$ cat src/rtl/wb_init_pkg.sv
// Shared types and helpers for the Wishbone command initiator.
// Holds the FSM state encoding, bus width defaults and the timeout counter width.
package wb_init_pkg;

    localparam int WB_AW = 32;
    localparam int WB_DW = 32;
    localparam int SEL_W = WB_DW / 8;

    typedef enum logic [1:0] {
        IDLE = 2'd0,
        REQ  = 2'd1,
        RESP = 2'd2
    } wb_state_e;

    // Counter runs 0..cycles-1, so it needs clog2(cycles) bits (at least 1).
    function automatic int to_width(input int cycles);
        return (cycles < 3) ? 1 : $clog2(cycles);
    endfunction

endpackage

$ cat src/rtl/wb_cmd_fifo.sv
// Synchronous command FIFO, power-of-two depth, registered full/empty, no bypass.
// Ports: clk, reset (sync, high), push/wdata, pop/rdata, full, empty.
module wb_cmd_fifo #(
    parameter int W     = 8,
    parameter int DEPTH = 4
) (
    input  logic         clk,
    input  logic         reset,
    input  logic         push,
    input  logic         pop,
    input  logic [W-1:0] wdata,
    output logic [W-1:0] rdata,
    output logic         full,
    output logic         empty
);

    localparam int PW = $clog2(DEPTH);

    logic [W-1:0] mem_q [DEPTH];
    logic [PW:0]  wptr_q;
    logic [PW:0]  rptr_q;

    // Extra pointer MSB distinguishes full from empty.
    assign empty = (wptr_q == rptr_q);
    assign full  = (wptr_q[PW] != rptr_q[PW]) &&
                   (wptr_q[PW-1:0] == rptr_q[PW-1:0]);
    assign rdata = mem_q[rptr_q[PW-1:0]];

    always_ff @(posedge clk) begin
        if (push && !full) begin
            mem_q[wptr_q[PW-1:0]] <= wdata;
        end
    end

    always_ff @(posedge clk) begin
        if (reset) begin
            wptr_q <= '0;
            rptr_q <= '0;
        end else begin
            if (push && !full) begin
                wptr_q <= wptr_q + 1'b1;
            end
            if (pop && !empty) begin
                rptr_q <= rptr_q + 1'b1;
            end
        end
    end

endmodule

$ cat src/rtl/wb_cmd_initiator.sv
// Wishbone classic single-transfer initiator: queued {we,sel,adr,dat} commands in,
// one WB cycle per command, read data/status out on a valid/ready response port.
// Ports: cmd_* (command in), rsp_* (response out), wbm_* (WB master), busy.
// Optional ack timeout enabled by defining WB_INIT_TIMEOUT_EN.
module wb_cmd_initiator
    import wb_init_pkg::*;
#(
    parameter int AW             = WB_AW,
    parameter int DW             = WB_DW,
    parameter int FIFO_DEPTH     = 4,
    parameter int TIMEOUT_CYCLES = 255
) (
    input  logic            clk,
    input  logic            reset,
    input  logic            cmd_valid,
    output logic            cmd_ready,
    input  logic            cmd_we,
    input  logic [DW/8-1:0] cmd_sel,
    input  logic [AW-1:0]   cmd_adr,
    input  logic [DW-1:0]   cmd_dat,
    output logic            rsp_valid,
    input  logic            rsp_ready,
    output logic [DW-1:0]   rsp_dat,
    output logic            rsp_err,
    output logic            wbm_cyc_o,
    output logic            wbm_stb_o,
    output logic            wbm_we_o,
    output logic [DW/8-1:0] wbm_sel_o,
    output logic [AW-1:0]   wbm_adr_o,
    output logic [DW-1:0]   wbm_dat_o,
    input  logic [DW-1:0]   wbm_dat_i,
    input  logic            wbm_ack_i,
    output logic            busy
);

    localparam int SW = DW / 8;
    localparam int FW = 1 + SW + AW + DW;

    logic [FW-1:0] f_wdata;
    logic [FW-1:0] f_rdata;
    logic          f_full;
    logic          f_empty;
    logic          f_pop;

    assign f_wdata   = {cmd_we, cmd_sel, cmd_adr, cmd_dat};
    assign cmd_ready = !f_full;

    wb_cmd_fifo #(
        .W     (FW),
        .DEPTH (FIFO_DEPTH)
    ) u_fifo (
        .clk   (clk),
        .reset (reset),
        .push  (cmd_valid & cmd_ready),
        .pop   (f_pop),
        .wdata (f_wdata),
        .rdata (f_rdata),
        .full  (f_full),
        .empty (f_empty)
    );

    wb_state_e       state_q, state_d;
    logic            cyc_q, cyc_d;
    logic            we_q, we_d;
    logic [SW-1:0]   sel_q, sel_d;
    logic [AW-1:0]   adr_q, adr_d;
    logic [DW-1:0]   dat_q, dat_d;
    logic            rv_q, rv_d;
    logic [DW-1:0]   rdat_q, rdat_d;

`ifdef WB_INIT_TIMEOUT_EN
    localparam int TW = to_width(TIMEOUT_CYCLES);
    logic [TW-1:0]   cnt_q, cnt_d;
    logic            rerr_q, rerr_d;
    assign rsp_err = rerr_q;
`else
    logic            unused_timeout;
    assign unused_timeout = (TIMEOUT_CYCLES == 0);
    assign rsp_err = 1'b0;
`endif

    always_comb begin
        state_d = state_q;
        f_pop   = 1'b0;
        cyc_d   = cyc_q;
        we_d    = we_q;
        sel_d   = sel_q;
        adr_d   = adr_q;
        dat_d   = dat_q;
        rv_d    = rv_q;
        rdat_d  = rdat_q;
`ifdef WB_INIT_TIMEOUT_EN
        cnt_d   = cnt_q;
        rerr_d  = rerr_q;
`endif
        unique case (state_q)
            IDLE: begin
                if (!f_empty) begin
                    f_pop = 1'b1;
                    {we_d, sel_d, adr_d, dat_d} = f_rdata;
                    cyc_d   = 1'b1;
                    state_d = REQ;
`ifdef WB_INIT_TIMEOUT_EN
                    cnt_d   = '0;
`endif
                end
            end
            REQ: begin
                // Ack wins over a timeout expiring in the same cycle.
                if (wbm_ack_i) begin
                    {cyc_d, we_d, sel_d, adr_d, dat_d} = '0;
                    rv_d    = 1'b1;
                    rdat_d  = we_q ? '0 : wbm_dat_i;
                    state_d = RESP;
`ifdef WB_INIT_TIMEOUT_EN
                    rerr_d  = 1'b0;
                end else if (cnt_q == TW'(TIMEOUT_CYCLES - 1)) begin
                    {cyc_d, we_d, sel_d, adr_d, dat_d} = '0;
                    rv_d    = 1'b1;
                    rdat_d  = '0;
                    rerr_d  = 1'b1;
                    state_d = RESP;
                end else begin
                    cnt_d   = cnt_q + 1'b1;
`endif
                end
            end
            RESP: begin
                if (rsp_ready) begin
                    rv_d    = 1'b0;
                    rdat_d  = '0;
                    state_d = IDLE;
`ifdef WB_INIT_TIMEOUT_EN
                    rerr_d  = 1'b0;
`endif
                end
            end
            default: begin
                state_d = IDLE;
            end
        endcase
    end

    always_ff @(posedge clk) begin
        if (reset) begin
            state_q <= IDLE;
            cyc_q   <= 1'b0;
            we_q    <= 1'b0;
            sel_q   <= '0;
            adr_q   <= '0;
            dat_q   <= '0;
            rv_q    <= 1'b0;
            rdat_q  <= '0;
`ifdef WB_INIT_TIMEOUT_EN
            cnt_q   <= '0;
            rerr_q  <= 1'b0;
`endif
        end else begin
            state_q <= state_d;
            cyc_q   <= cyc_d;
            we_q    <= we_d;
            sel_q   <= sel_d;
            adr_q   <= adr_d;
            dat_q   <= dat_d;
            rv_q    <= rv_d;
            rdat_q  <= rdat_d;
`ifdef WB_INIT_TIMEOUT_EN
            cnt_q   <= cnt_d;
            rerr_q  <= rerr_d;
`endif
        end
    end

    assign wbm_cyc_o = cyc_q;
    assign wbm_stb_o = cyc_q;
    assign wbm_we_o  = we_q;
    assign wbm_sel_o = sel_q;
    assign wbm_adr_o = adr_q;
    assign wbm_dat_o = dat_q;
    assign rsp_valid = rv_q;
    assign rsp_dat   = rdat_q;
    assign busy      = (state_q != IDLE) || !f_empty;

endmodule

$ cat config.mk
export PLATFORM = sky130hd
export DESIGN_NAME = wb_cmd_initiator
export DESIGN_NICKNAME = d
export VERILOG_FILES = /design/src/rtl/wb_init_pkg.sv /design/src/rtl/wb_cmd_fifo.sv /design/src/rtl/wb_cmd_initiator.sv
export SDC_FILE = /design/constraint.sdc
export NUM_CORES = 1
export LEC_CHECK = 0
export CAP_MARGIN = 30
export CORE_ASPECT_RATIO = 0.6
export CORE_MARGIN = 4
export CORE_UTILIZATION = 54
export CTS_CLUSTER_SIZE = 28
export DETAILED_ROUTE_END_ITERATION = 12
export PLACE_DENSITY = 0.82
export SYNTH_ARGS = -nofsm -noshare
export SYNTH_HDL_FRONTEND = slang
export SYNTH_HIERARCHICAL = 1
export SYNTH_SLANG_ARGS = --single-unit
$ cat constraint.sdc
create_clock -name clk -period 6.65 [get_ports clk]
set_clock_uncertainty 0.1 [all_clocks]
set_input_delay 0.9975 -clock clk [delete_from_list [all_inputs] [get_ports clk]]
set_output_delay 0.9975 -clock clk [all_outputs]
set_load 0.005 [all_outputs]
==> summary.txt, run 1 <==
max_cap viols: 0
synth top area cells: edfxtp_1 (59%), dfxtp_1 (16%), mux4_2 (11%)
worst hold path type: register to register
Die Wd: 217 µm
I/O pins: 213
RSZ-0062 raised after global routing: no
Tot GR Track Use: 0.213
Syn Inst Count: 768
crit start category: register
clock-pin slew on the worst setup and hold paths: 0.07 ns
number of global-route vias before repair: 8,083
Worst Hold Endpoint: rsp_dat[10]
CTS buffer count: 36
antenna fix cells: 0
CTS resizes: 0
HPWL reported at the end of detailed placement: 18.5 mm
CTS HTree Levels: 2
Final Critical Period: 4.07 ns
P_leak: 5.69 nW
Seq/Total Area, Yosys: 0.747
worst r2r dst: u_fifo/mem_q[1][24]
Post-Synth Simple-Gate Area: 0.0359
Synth warnings: 6
Post-synth ARST share: 0
post-layout util: 0.694
Peak Freq: 246 MHz
hold path startpoint: rsp_dat[10]
top-count cell post-synth: edfxtp_1
XOR/XNOR Fraction of Synth Area: 0.00372
routed wire length per instance: 22.9 µm
WL final: 30.8 mm
Crit. Startpoint: u_fifo/wptr_q[0]
vias per inst: 5.99
synth cell count leaders: edfxtp_1 (276), dfxtp_1 (113), a32o_1 (69), mux4_2 (69), nand2_1 (37)
Die Footprint: 28,900 µm²
Period Utilization, post-route: 0.612
final setup fails: 0
Post-Syn Area per Cell: 18.4 µm²
Fill cells: 1,634
hold buffer count at cts: 0
post-synthesis compound-gate area fraction: 0.0737
clk buf depth: 3
Critical Path RT: 5.55 ns
post-CTS setup buffers: 0
post-synthesis mux area share: 0.110
dominant cell type by area after synthesis: edfxtp_1
worst slew pin tran: 0.914 ns
number of enable flip-flop cells after synthesis: 276
Post-Synth Adder-Cell Area: 0.00443
status: complete, no violations
initial antenna violation count: 1
fin. max-slew vios: 0
global-route wire length before repair: 47.7 mm
Root Buffer: clkbuf_16
Die Ht: 133 µm
peak supply drop: 0.000341 V
Syn Std Cell Area: 14,100 µm²
CP endpoint kind: primary output
r2r worst-path depth: 8
post-synth top area share: 0.586
#FFs+latches synth: 389
drt pass-1 iters: 5
Multi-input gate area: 3260 µm²
Power Density: 412 nW/µm²
total gr overflow: 0
Final Hold Fails: 0
Critical Path AT: 2.97 ns
largest family of logic cells by synthesized area: multiplexers
Crit Path Class: register to primary output
Hold Path Depth: 2
Top FF cell, synth: edfxtp_1
IO Port Bufs: 211
Cell Rows: 45
launch point of the worst reg-to-reg path: u_fifo/wptr_q[0]
post-route ant nets: 0
critical path peak fanout: 8
DR DRC count: 0
layout cells sized above 1: 0.140
via count of the routed design: 8,068
largest net degree at the start of global routing: 70
gpl congestion: 0.807
fin nets: 1,081
slew margin rel.: 0.391
register area: 10,600 µm²
clk sinks: 389
CTS tree: yes
Starting Density: 0.554
Layout area overhead: 25.3%
Yosys cell types: 39
Synth Net Count: 879
Initial DRC Count: 651
setup_tns: 0 ns
Worst Hold Slack: 0.350 ns
R2R setup slack: 3.14 ns
Clock Latency Late Sink: 0.52 ns
Core ar.: 25,500 µm²
## worst max-delay path by stage
stage                     slack [ns]                  to  cells past startpoint
final                           2.58                busy                      5
after detailed placement        2.70       wbm_dat_o[11]                      4
after global routing            2.36                busy                      5
after global placement          2.77        wbm_dat_o[0]                      4
after floorplan                 1.12  u_fifo/mem_q[3][0]                      3
after CTS                       2.59                busy                      5
## routing by layer
| layer | global-route usage | wire length (µm) |
|---|---|---|
| met1 | 0.308 | 13200 |
| met2 | 0.334 | 14800 |
| met3 | 0.0465 | 2300 |
| met4 | 0.0568 | 542 |
| met5 | 0 | 0 |
## kinds of logic (layout without fill, tap and decap cells)
family | count (synthesis) | in the layout
buffers and inverters | 71 | 299
and+or+nand+nor | 97 | 97
AOI/OAI and AO/OA | 130 | 130
other | 1 | 1
adders and majority gates | 5 | 5
muxes | 69 | 69
xor gates and xnor gates | 6 | 6
DFF | 389 | 389
## registers in the layout, indices dropped and copies added (netlist names), named ones only
signal,cells
wbm_sel_o,4
state_q,2
u_fifo/rptr_q,3
rsp_valid,1
wbm_we_o,1
rsp_dat,32
wbm_cyc_o,1
u_fifo/wptr_q,3
wbm_dat_o,32
wbm_adr_o,32
u_fifo/mem_q,276
## worst max-delay path, cell delays in order (launching register included)
cell             delay, ns
dfxtp_1               0.40
xnor2_1               0.62
nand2_1               0.29
nor2_1                0.48
nand3_1               0.15
clkdlybuf4s50_1       0.50
## final cells by class
cell class / count / share of cell area
tap: 352 / 0.0249
sequential: 389 / 0.596
timing repair buffer: 225 / 0.130
clock buffer: 56 / 0.0575
clock inverter: 8 / 0.00495
multi-input combinational: 308 / 0.184
inverter: 10 / 0.00219
## stage by stage
step           setup WS, ns  instance area (µm²)  total power [W]  cells
6_report               2.58                17700          0.00729   1348
5_1_grt                2.36                17700          0.00762   1348
4_1_cts                2.59                17700          0.00735   1348
3_5_place_dp           2.70                16600          0.00539   1284
3_3_place_gp           2.77                16500          0.00529   1279
2_1_floorplan          1.12                14100          0.00444    768
## placed cells by master (no fill, tap or decap), drive strengths merged, types with 6 or more instances in the layout
cell / netlist / layout
a32o: 69 / 69
buf: 36 / 14
clkbuf: 25 / 56
clkdlybuf4s50: 0 / 211
clkinv: 0 / 7
dfxtp: 113 / 113
edfxtp: 276 / 276
inv: 10 / 9
mux4: 69 / 69
nand2: 37 / 37
nand4: 34 / 34
nor2: 6 / 6
o21ai: 41 / 41
## where the power goes
part           switching (W)  internal (W)  leakage [nW]
Sequential          0.000268       0.00314          3.46
Combinational       0.000954      0.000971          1.69
Clock               0.000821       0.00113         0.537
Power figures use the tool's default switching activity.
==> run 2: changes to the inputs <==
==> constraint.sdc (replaced) <==
create_clock -name clk -period 3.9 [get_ports clk]
set_clock_uncertainty 0.1 [all_clocks]
set_input_delay 0.585 -clock clk [delete_from_list [all_inputs] [get_ports clk]]
set_output_delay 0.585 -clock clk [all_outputs]
set_load 0.005 [all_outputs]
==> summary.txt, run 2 (synthesis gave the netlist of run 1 again) <==
status: complete, no violations
Crit Path Class: register to primary output
layer with the highest usage: met2
Pint: 0.00884 W
layout cells sized above 1: 0.145
I/O pins: 213
total gr overflow: 0
post-CTS setup buffers: 0
Initial DRC Count: 785
CTS HTree Levels: 2
Net Sw Frac: 0.283
fin nets: 1,084
Cell Rows: 45
CTS resizes: 0
clock-pin slew on the worst setup and hold paths: 0.07 ns
P_leak: 5.69 nW
met1 Usage GRT: 0.308
routed wire length per instance: 23.0 µm
placed cells: 1,289
initial antenna violation count: 2
Layout area overhead: 25.4%
Gate power share: 0.267
setup_tns: 0 ns
fin. max-slew vios: 0
Die Ht: 133 µm
number of global-route vias before repair: 8,239
met3 usage: 0.0620
Starting Density: 0.554
final setup fails: 0
DR DRC count: 0
CTS buffer count: 34
critical path peak fanout: 8
clk buf depth: 3
gpl congestion: 0.856
Tot GR Track Use: 0.214
hold buffer count at cts: 0
worst hold path type: register to register
commonest non-fill, non-tap cell in the layout: edfxtp_1
worst slew pin tran: 0.830 ns
max reg flops: 276
sequential group share of total power: 0.473
most frequent cells in the layout: edfxtp_1 (276), clkdlybuf4s50_1 (211), dfxtp_1 (111), a32o_1 (69), mux4_2 (69)
via count of the routed design: 8,034
Root Buffer: clkbuf_16
vias per inst: 5.95
post-route ant nets: 0
IO Port Bufs: 211
Critical Path RT: 3.21 ns
Power Density: 696 nW/µm²
max_cap viols: 0
Critical Path AT: 2.98 ns
RSZ-0062 raised after global routing: no
Psw: 0.00349 W
post-route cell area: 17,700 µm²
Finished Layout Cells: 1,351
Clock Latency Late Sink: 0.52 ns
antenna fix cells: 0
Die Wd: 217 µm
peak supply drop: 0.000553 V
crit start category: register
Period Utilization, post-route: 0.940
met2 GRT Util: 0.332
global-route wire length before repair: 47.9 mm
clock power share: 0.259
largest net degree at the start of global routing: 70
Final Hold Fails: 0
slew margin rel.: 0.443
Die Footprint: 28,900 µm²
Final Critical Period: 3.67 ns
CP endpoint kind: primary output
Worst Hold Slack: 0.345 ns
Peak Freq: 273 MHz
HPWL reported at the end of detailed placement: 19.4 mm
drt pass-1 iters: 6
CTS tree: yes
clk sinks: 389
Core ar.: 25,500 µm²
WL final: 31.0 mm
Area after DPL: 16,700 µm²
==> run 2: cell types whose count changed in the layout (fill, tap and decap cells not counted), sizes merged <==
cell	change
buf	+5
bufinv	-2
clkbuf	-2
clkinvlp	+2
==> run 2: layer usage <==
metal	wire length [µm]	share of wire
met5	22	0.00071
met4	496	0.016
met3	2760	0.089
met2	14400	0.47
met1	13300	0.43
==> run 2: layout make-up <==
class | count | area [µm²]
flip-flops and latches | 389 | 10600
well taps | 352 | 440
clock inverters | 8 | 41.3
clock buffers | 54 | 1010
repair buffers | 230 | 2360
inverters | 10 | 38.8
fillers | 1650 | 7790
multi-input cells | 308 | 3260
==> run 2: worst paths after layout <==
| check | start | to | slack [ns] | depth (start not counted) |
|---|---|---|---|---|
| max | u_fifo/rptr_q[0] | busy | 0.23 | 5 |
| min | rsp_dat[11] | rsp_dat[11] | 0.35 | 2 |
| max reg2reg | u_fifo/wptr_q[0] | u_fifo/mem_q[0][42] | 0.81 | 8 |
| min reg2reg | rsp_dat[11] | rsp_dat[11] | 0.35 | 2 |
==> run 2: power groups by stage <==
| stage | Combinational [W] | Sequential (W) | Clock, W |
|---|---|---|---|
| 5_1_grt | 0.00355 | 0.00592 | 0.00344 |
| 2_1_floorplan | 0.00180 | 0.00577 | 0 |
| 4_1_cts | 0.00334 | 0.00584 | 0.00327 |
| 3_5_place_dp | 0.00332 | 0.00591 | 0 |
| 6_report | 0.00330 | 0.00583 | 0.00320 |
| 3_3_place_gp | 0.00318 | 0.00592 | 0 |
==> run 2: critical path, stage by stage, from the launching register on <==
cell and delay [ns]:
dfxtp_1 0.39, xnor2_1 0.66, nand2_1 0.30, nor2_1 0.48, nand3_1 0.14, clkdlybuf4s50_1 0.50
==> run 2: metrics by stage <==
step / setup slack, ns / util / power (W)
after floorplan: 0.293 / - / 0.00757
after global placement: 0.937 / 0.652 / 0.00910
after detailed placement: 0.830 / 0.653 / 0.00923
after CTS: 0.257 / 0.695 / 0.0124
after global routing: 0.0131 / 0.695 / 0.0129
final: 0.235 / 0.695 / 0.0123
